**src/rtl/fpu_pkg.sv**
```systemverilog
// fpu_pkg: shared FP32 types, constants and divider state encoding
package fpu_pkg;

    typedef struct packed {
        logic        sign;
        logic [7:0]  exp;
        logic [22:0] mant;
    } fp32_t;

    localparam int          FP_BIAS     = 127;
    localparam logic [31:0] FP_QNAN     = 32'h7FC0_0000;
    localparam logic [7:0]  FP_EXP_MAX  = 8'hFF;
    localparam int          FDIV_QBITS  = 26;

    typedef enum logic [1:0] {
        IDLE,
        DIV,
        ROUND
    } fdiv_state_t;

endpackage

```
**src/rtl/fdiv_mant_divider.sv**
```systemverilog
// fdiv_mant_divider: radix-2 restoring divider producing one quotient bit per step
module fdiv_mant_divider
    import fpu_pkg::*;
#(
    parameter int QBITS = FDIV_QBITS
) (
    input  logic             clk,
    input  logic             rst,
    input  logic             load,
    input  logic             step,
    input  logic [23:0]      ma,
    input  logic [23:0]      mb,
    output logic [QBITS-1:0] q,
    output logic             rem_nz,
    output logic             done
);

    logic [24:0] r;
    logic [23:0] d;
    logic [4:0]  cnt;
    logic        ge;
    logic [24:0] diff;

    assign ge     = r >= {1'b0, d};
    assign diff   = r - {1'b0, d};
    assign rem_nz = |r;

    // After a subtraction r < d < 2^24, so the left shift never drops a set bit
    always_ff @(posedge clk) begin
        if (rst) begin
            r    <= '0;
            d    <= '0;
            q    <= '0;
            cnt  <= '0;
            done <= 1'b0;
        end else if (load) begin
            r    <= {1'b0, ma};
            d    <= mb;
            q    <= '0;
            cnt  <= '0;
            done <= 1'b0;
        end else if (step && !done) begin
            r    <= (ge ? diff : r) << 1;
            q    <= {q[QBITS-2:0], ge};
            cnt  <= cnt + 5'd1;
            done <= cnt == 5'(QBITS - 1);
        end
    end

endmodule

```
**src/rtl/fdiv_iter.sv**
```systemverilog
// fdiv_iter: iterative FP32 divider with start/ready/valid handshake and fixed latency
module fdiv_iter
    import fpu_pkg::*;
#(
    parameter int QBITS    = FDIV_QBITS,
    parameter int EXP_BIAS = FP_BIAS
) (
    input  logic        clk,
    input  logic        rst,
    input  logic        start,
    input  logic [31:0] input_a,
    input  logic [31:0] input_b,
    output logic        ready,
    output logic        valid,
    output logic [31:0] result,
    output logic        div_by_zero
);

    fdiv_state_t      state, state_nx;
    fp32_t            op_a, op_b;
    logic             load, step, fin;
    logic [QBITS-1:0] q;
    logic             rem_nz, div_done;

    logic        sign;
    logic [9:0]  e_pre, e_rnd;
    logic [22:0] mant;
    logic        guard, sticky, inc;
    logic [23:0] mant_inc;
    logic [31:0] norm_res, res_nx;
    logic        dz_nx;
    logic        a_max, b_max, a_nan, b_nan, a_inf, b_inf, a_zero, b_zero, qnan;

    // State register
    always_ff @(posedge clk) begin
        if (rst) state <= IDLE;
        else     state <= state_nx;
    end

    // Next-state: DIV lingers one cycle past the last step so done is registered
    always_comb begin
        state_nx = state;
        case (state)
            IDLE:    state_nx = start ? DIV : IDLE;
            DIV:     state_nx = div_done ? ROUND : DIV;
            ROUND:   state_nx = IDLE;
            default: state_nx = IDLE;
        endcase
    end

    // Output decode of the FSM
    always_comb begin
        ready = state == IDLE;
        load  = ready && start;
        step  = state == DIV;
        fin   = state == ROUND;
    end

    // Operand capture on the accepting edge
    always_ff @(posedge clk) begin
        if (rst) begin
            op_a <= '0;
            op_b <= '0;
        end else if (load) begin
            op_a <= input_a;
            op_b <= input_b;
        end
    end

    fdiv_mant_divider #(.QBITS(QBITS)) u_mant (
        .clk    (clk),
        .rst    (rst),
        .load   (load),
        .step   (step),
        .ma     ({1'b1, input_a[22:0]}),
        .mb     ({1'b1, input_b[22:0]}),
        .q      (q),
        .rem_nz (rem_nz),
        .done   (div_done)
    );

    // Normalize, round to nearest even, clamp exponent and resolve special operands
    always_comb begin
        sign     = op_a.sign ^ op_b.sign;
        e_pre    = {2'b0, op_a.exp} - {2'b0, op_b.exp}
                   + (q[25] ? 10'(EXP_BIAS) : 10'(EXP_BIAS - 1));
        mant     = q[25] ? q[24:2] : q[23:1];
        guard    = q[25] ? q[1] : q[0];
        sticky   = q[25] ? (q[0] | rem_nz) : rem_nz;
        inc      = guard & (sticky | mant[0]);
        mant_inc = {1'b0, mant} + {23'd0, inc};
        e_rnd    = e_pre + {9'd0, mant_inc[23]};
        norm_res = $signed(e_rnd) < 10'sd1   ? {sign, 31'd0} :
                   $signed(e_rnd) > 10'sd254 ? {sign, FP_EXP_MAX, 23'd0} :
                                               {sign, e_rnd[7:0], mant_inc[22:0]};
        a_max    = op_a.exp == FP_EXP_MAX;
        b_max    = op_b.exp == FP_EXP_MAX;
        a_nan    = a_max & (|op_a.mant);
        b_nan    = b_max & (|op_b.mant);
        a_inf    = a_max & ~(|op_a.mant);
        b_inf    = b_max & ~(|op_b.mant);
        a_zero   = op_a.exp == 8'd0;
        b_zero   = op_b.exp == 8'd0;
        qnan     = a_nan | b_nan | (a_inf & b_inf) | (a_zero & b_zero);
        res_nx   = qnan   ? FP_QNAN :
                   a_inf  ? {sign, FP_EXP_MAX, 23'd0} :
                   b_inf  ? {sign, 31'd0} :
                   b_zero ? {sign, FP_EXP_MAX, 23'd0} :
                   a_zero ? {sign, 31'd0} :
                            norm_res;
        dz_nx    = b_zero & ~a_zero & ~a_max;
    end

    // Result register: valid pulses for one cycle, result and flag hold until the next op
    always_ff @(posedge clk) begin
        if (rst) begin
            valid       <= 1'b0;
            result      <= '0;
            div_by_zero <= 1'b0;
        end else begin
            valid <= fin;
            if (fin) begin
                result      <= res_nx;
                div_by_zero <= dz_nx;
            end
        end
    end

endmodule

```
**config.mk**
```make
export PLATFORM = sky130hd
export DESIGN_NAME = fdiv_iter
export DESIGN_NICKNAME = d
export VERILOG_FILES = /design/src/rtl/fpu_pkg.sv /design/src/rtl/fdiv_mant_divider.sv /design/src/rtl/fdiv_iter.sv
export SDC_FILE = /design/constraint.sdc
export NUM_CORES = 1
export LEC_CHECK = 0
export BUFFER_PORTS_ARGS = -buffer_cell sky130_fd_sc_hd__buf_2
export CORE_MARGIN = 2
export CORE_UTILIZATION = 45
export DETAILED_ROUTE_END_ITERATION = 10
export PLACE_DENSITY = 0.66
export SYNTH_ARGS = -nofsm -noshare
export SYNTH_HDL_FRONTEND = slang
export SYNTH_SLANG_ARGS = --single-unit
```
**constraint.sdc**
```tcl
create_clock -name clk -period 4.2 [get_ports clk]
set_clock_uncertainty 0.15 [all_clocks]
set_input_delay 0.42 -clock clk [delete_from_list [all_inputs] [get_ports clk]]
set_output_delay 0.42 -clock clk [all_outputs]
set_load 0.1 [all_outputs]
```
==> results.yml <==
run_status:
  status: "completed"
timing:
  layout_worst_path_cycle_share_pct: 97.1
  finalSetupTns_ns: 0
  setup_ws_ns: 0.121
  time_the_worst_path_needs_with_i_o_delays_and_setup_ns: 4.08
  timing.fmax_mhz: 245
  hold-worst-slack_ns: 0.0685
  hold_viol_final: 0
  count_of_final_setup_violators: 0
  slew_headroom_pct: 33.4
  worst-slew-pin-transition_ns: 0.998
  timing_max_transition_violations_final: 0
layout:
  final_net_count: 1410
  most-common-layout-cells: "sky130_fd_sc_hd__nand2_1, sky130_fd_sc_hd__dfxtp_1, sky130_fd_sc_hd__a21oi_1"
  antenna-diode-count: 0
  fillerInstances: 1947
  syn_to_final_growth_pct: 16.9
  multi_input_area_um2: 5520
  utilization_pct: 53.2
  layout.area.seq_um2: 3170
  share_of_post_route_cells_with_drive_strength_above_1_pct: 16.2
  layout_commonest_cell: "sky130_fd_sc_hd__nand2_1"
logic_synthesis:
  yosysTopAreaCell: "sky130_fd_sc_hd__dfxtp_1"
  area_fraction_of_the_dominant_cell_type_after_synthesis_pct: 34.5
  synth_edf_count: 0
  syn-cell-area_um2: 9160
  synthesis.instances: 1217
  asr_flop_ratio_synth_pct: 0
  ys_seq_area_share_pct: 34.5
  ys_ff_latch: 158
  synthFlopType: "sky130_fd_sc_hd__dfxtp_1"
  syn_nets: 1323
  post_synth_main_area_contributors: "sky130_fd_sc_hd__dfxtp_1, sky130_fd_sc_hd__nand2_1, sky130_fd_sc_hd__a21oi_1"
  synth_cell_type_count: 77
  synth_area_per_cell_um2: 7.52
  yosysWarningCount: 0
drt:
  post-route-drc-count: 0
  ant_nets: 0
  via_per_inst: 5.69
  wirelength_mm: 25.6
  routed-via-count: 9029
  firstDrtPassIters: 6
  routed_wire_length_per_instance_um: 16.1
  first_iter_violations: 737
clock_network:
  cts.sink_count: 158
  ctsLongestPathBuffers: 2
  worstSkewPairLatency_ns: 0.43
  cts_tree: "done"
  reg_clk_slew_reported_paths_ns: 0.07
  htree_num_levels: 4
  clock_tree.root_cell: "sky130_fd_sc_hd__clkbuf_16"
  postCtsHoldBufs: 0
  cts_made_buffers: 17
critical_path:
  crit_path_top_delay_cell: "sky130_fd_sc_hd__or4b_1"
  critical_path_class: "flop to flop"
  worstPathRequired_ns: 4.33
  worst_setup_startpoint: "u_mant.q[25]"
  regToRegSetupSlack_ns: 0.12
  cp_max_fo: 12
  cp-end-kind: "flop"
  timing.reg2reg.worst_path_depth: 16
  crit_top_cell: "sky130_fd_sc_hd__buf_12"
  worst_setup_path_start_kind: "flop"
  crit_chain: "buf_4, mux2_2, nand4_1, nor3_2, and3_4, fa_1, inv_1, ha_2, xor2_1, or4b_1, a211o_1, a32o_1, a221oi_4, buf_12, buf_12, o41ai_1"
  r2r-end: "result[11]"
  crit_arrival_ns: 4.21
  max_stage_delay_ns: 0.53
  r2r-start: "u_mant.q[25]"
  endpoint: "result[11]"
grt:
  globalRouteOverflowTotal: 0
  first_global_vias: 8212
  maximum_number_of_pins_on_one_net_before_global_route_repair: 93
  grt_pass1_wl_mm: 41.5
  number_of_antenna_violations_at_the_first_check_in_global_routing: 0
  globalRouteTotalUtil_pct: 23.6
placement:
  dpl_worst_slack_ns: 0.0684
  routabilityCongestion: 0.922
  io_buffer_count: 101
  detailed_place_hpwl_mm: 18.4
pwr:
  power.leakage_nw: 4.19
  power.ir.vdd_worst_uv: 310
  total_power_mw: 4.75
  p_per_area_nw_per_um2: 444
floorplan:
  die_x_um: 147
  rows: 52
  die_ht_um: 147
  io_pins: 102
  start_util_pct: 45.5
  area_of_the_die_um2: 21500
  floorplan.core_area_um2: 20100
min_path:
  min_path_type: "input pin to flop"
flow_run:
  drv_cap: 0
-- logic make-up after synthesis --
logic type               Yosys count  synth area share (%)
AO/OA/AOI/OAI                    368                  25.7
XOR/XNOR                          35                  3.51
adder cells (fa/ha/maj)           39                  5.58
buffers and inverters            133                  5.77
flip-flops                       158                  34.5
multiplexers                       9                  1.03
AND/OR/NAND/NOR                  475                  23.8
-- power breakdown --
group	switching [mW]	internal [mW]	total [mW]	leakage [nW]
clock	0.692	0.835	1.53	0.277
combinational	0.921	0.651	1.57	2.62
sequential	0.0798	1.57	1.65	1.29
total	1.69	3.06	4.75	4.19
-- sequential cells by signal, indices dropped and copies added (netlist names) --
register / count
u_mant.done: 1
state: 2
u_mant.q: 26
div_by_zero: 1
valid: 1
u_mant.cnt: 5
u_mant.r: 25
result: 32
u_mant.d: 2
op_a: 32
op_b: 31
-- layer usage --
layer  track usage, %  share of wire, %  vias up
met4             8.01               2.6        0
met5                0                 0        -
met1             32.6                47     4178
met2             37.3                45      276
li1                 -                 -     4527
met3             4.28               6.1       48
-- Yosys cell counts (all sizes together), types with 18 or more instances --
cell    instances
nor3           21
nor4           28
a31oi          21
dfxtp         158
buf            22
a21oi         148
o41ai          20
a211oi         30
nand3          21
clkbuf         55
nor2           58
nand2         263
xnor2          18
o21ai          49
ha             36
inv            56
-- worst max-delay path: cells and delay by family, from the launching register on --
kind / cells / cell delay (ns)
simple gates: 4 / 0.92
buf+inv: 4 / 0.53
flops: 1 / 0.40
xor+xnor: 1 / 0.08
mux: 1 / 0.35
compound gates: 4 / 0.96
fa+ha+maj: 2 / 0.55
-- per-stage QoR --
step           area [um2]  cells
3_3_place_gp        10000   1551
3_5_place_dp        10000   1551
4_1_cts             10600   1583
2_1_floorplan        9160   1217
5_1_grt             10700   1587
6_report            10700   1587
-- layout make-up --
type | instances | area share [%]
multi-input combinational | 926 | 51.6
sequential | 158 | 29.6
tap | 270 | 3.16
clock inverter | 15 | 1.44
timing repair buffer | 145 | 8.28
inverter | 56 | 1.96
clock buffer | 17 | 3.97
-- how the worst min path moves through the flow --
stage / slack (ns) / to / cells past startpoint / from
floorplan: 0.29 / op_a[15] / 2 / op_a[15]
global placement: 0.28 / result[19] / 2 / result[19]
detailed placement: 0.28 / result[19] / 2 / result[19]
CTS: 0.06 / op_b[1] / 3 / input_b[1]
global route: 0.07 / u_mant.d[22] / 3 / input_b[22]
finish: 0.07 / u_mant.d[22] / 3 / input_b[22]
-- repair_timing --
action,CTS,global route
gates resized for setup,0,12
buffers inserted,0,2
endpoints found under the setup margin,0,27
(Power assumes the default switching activity.)
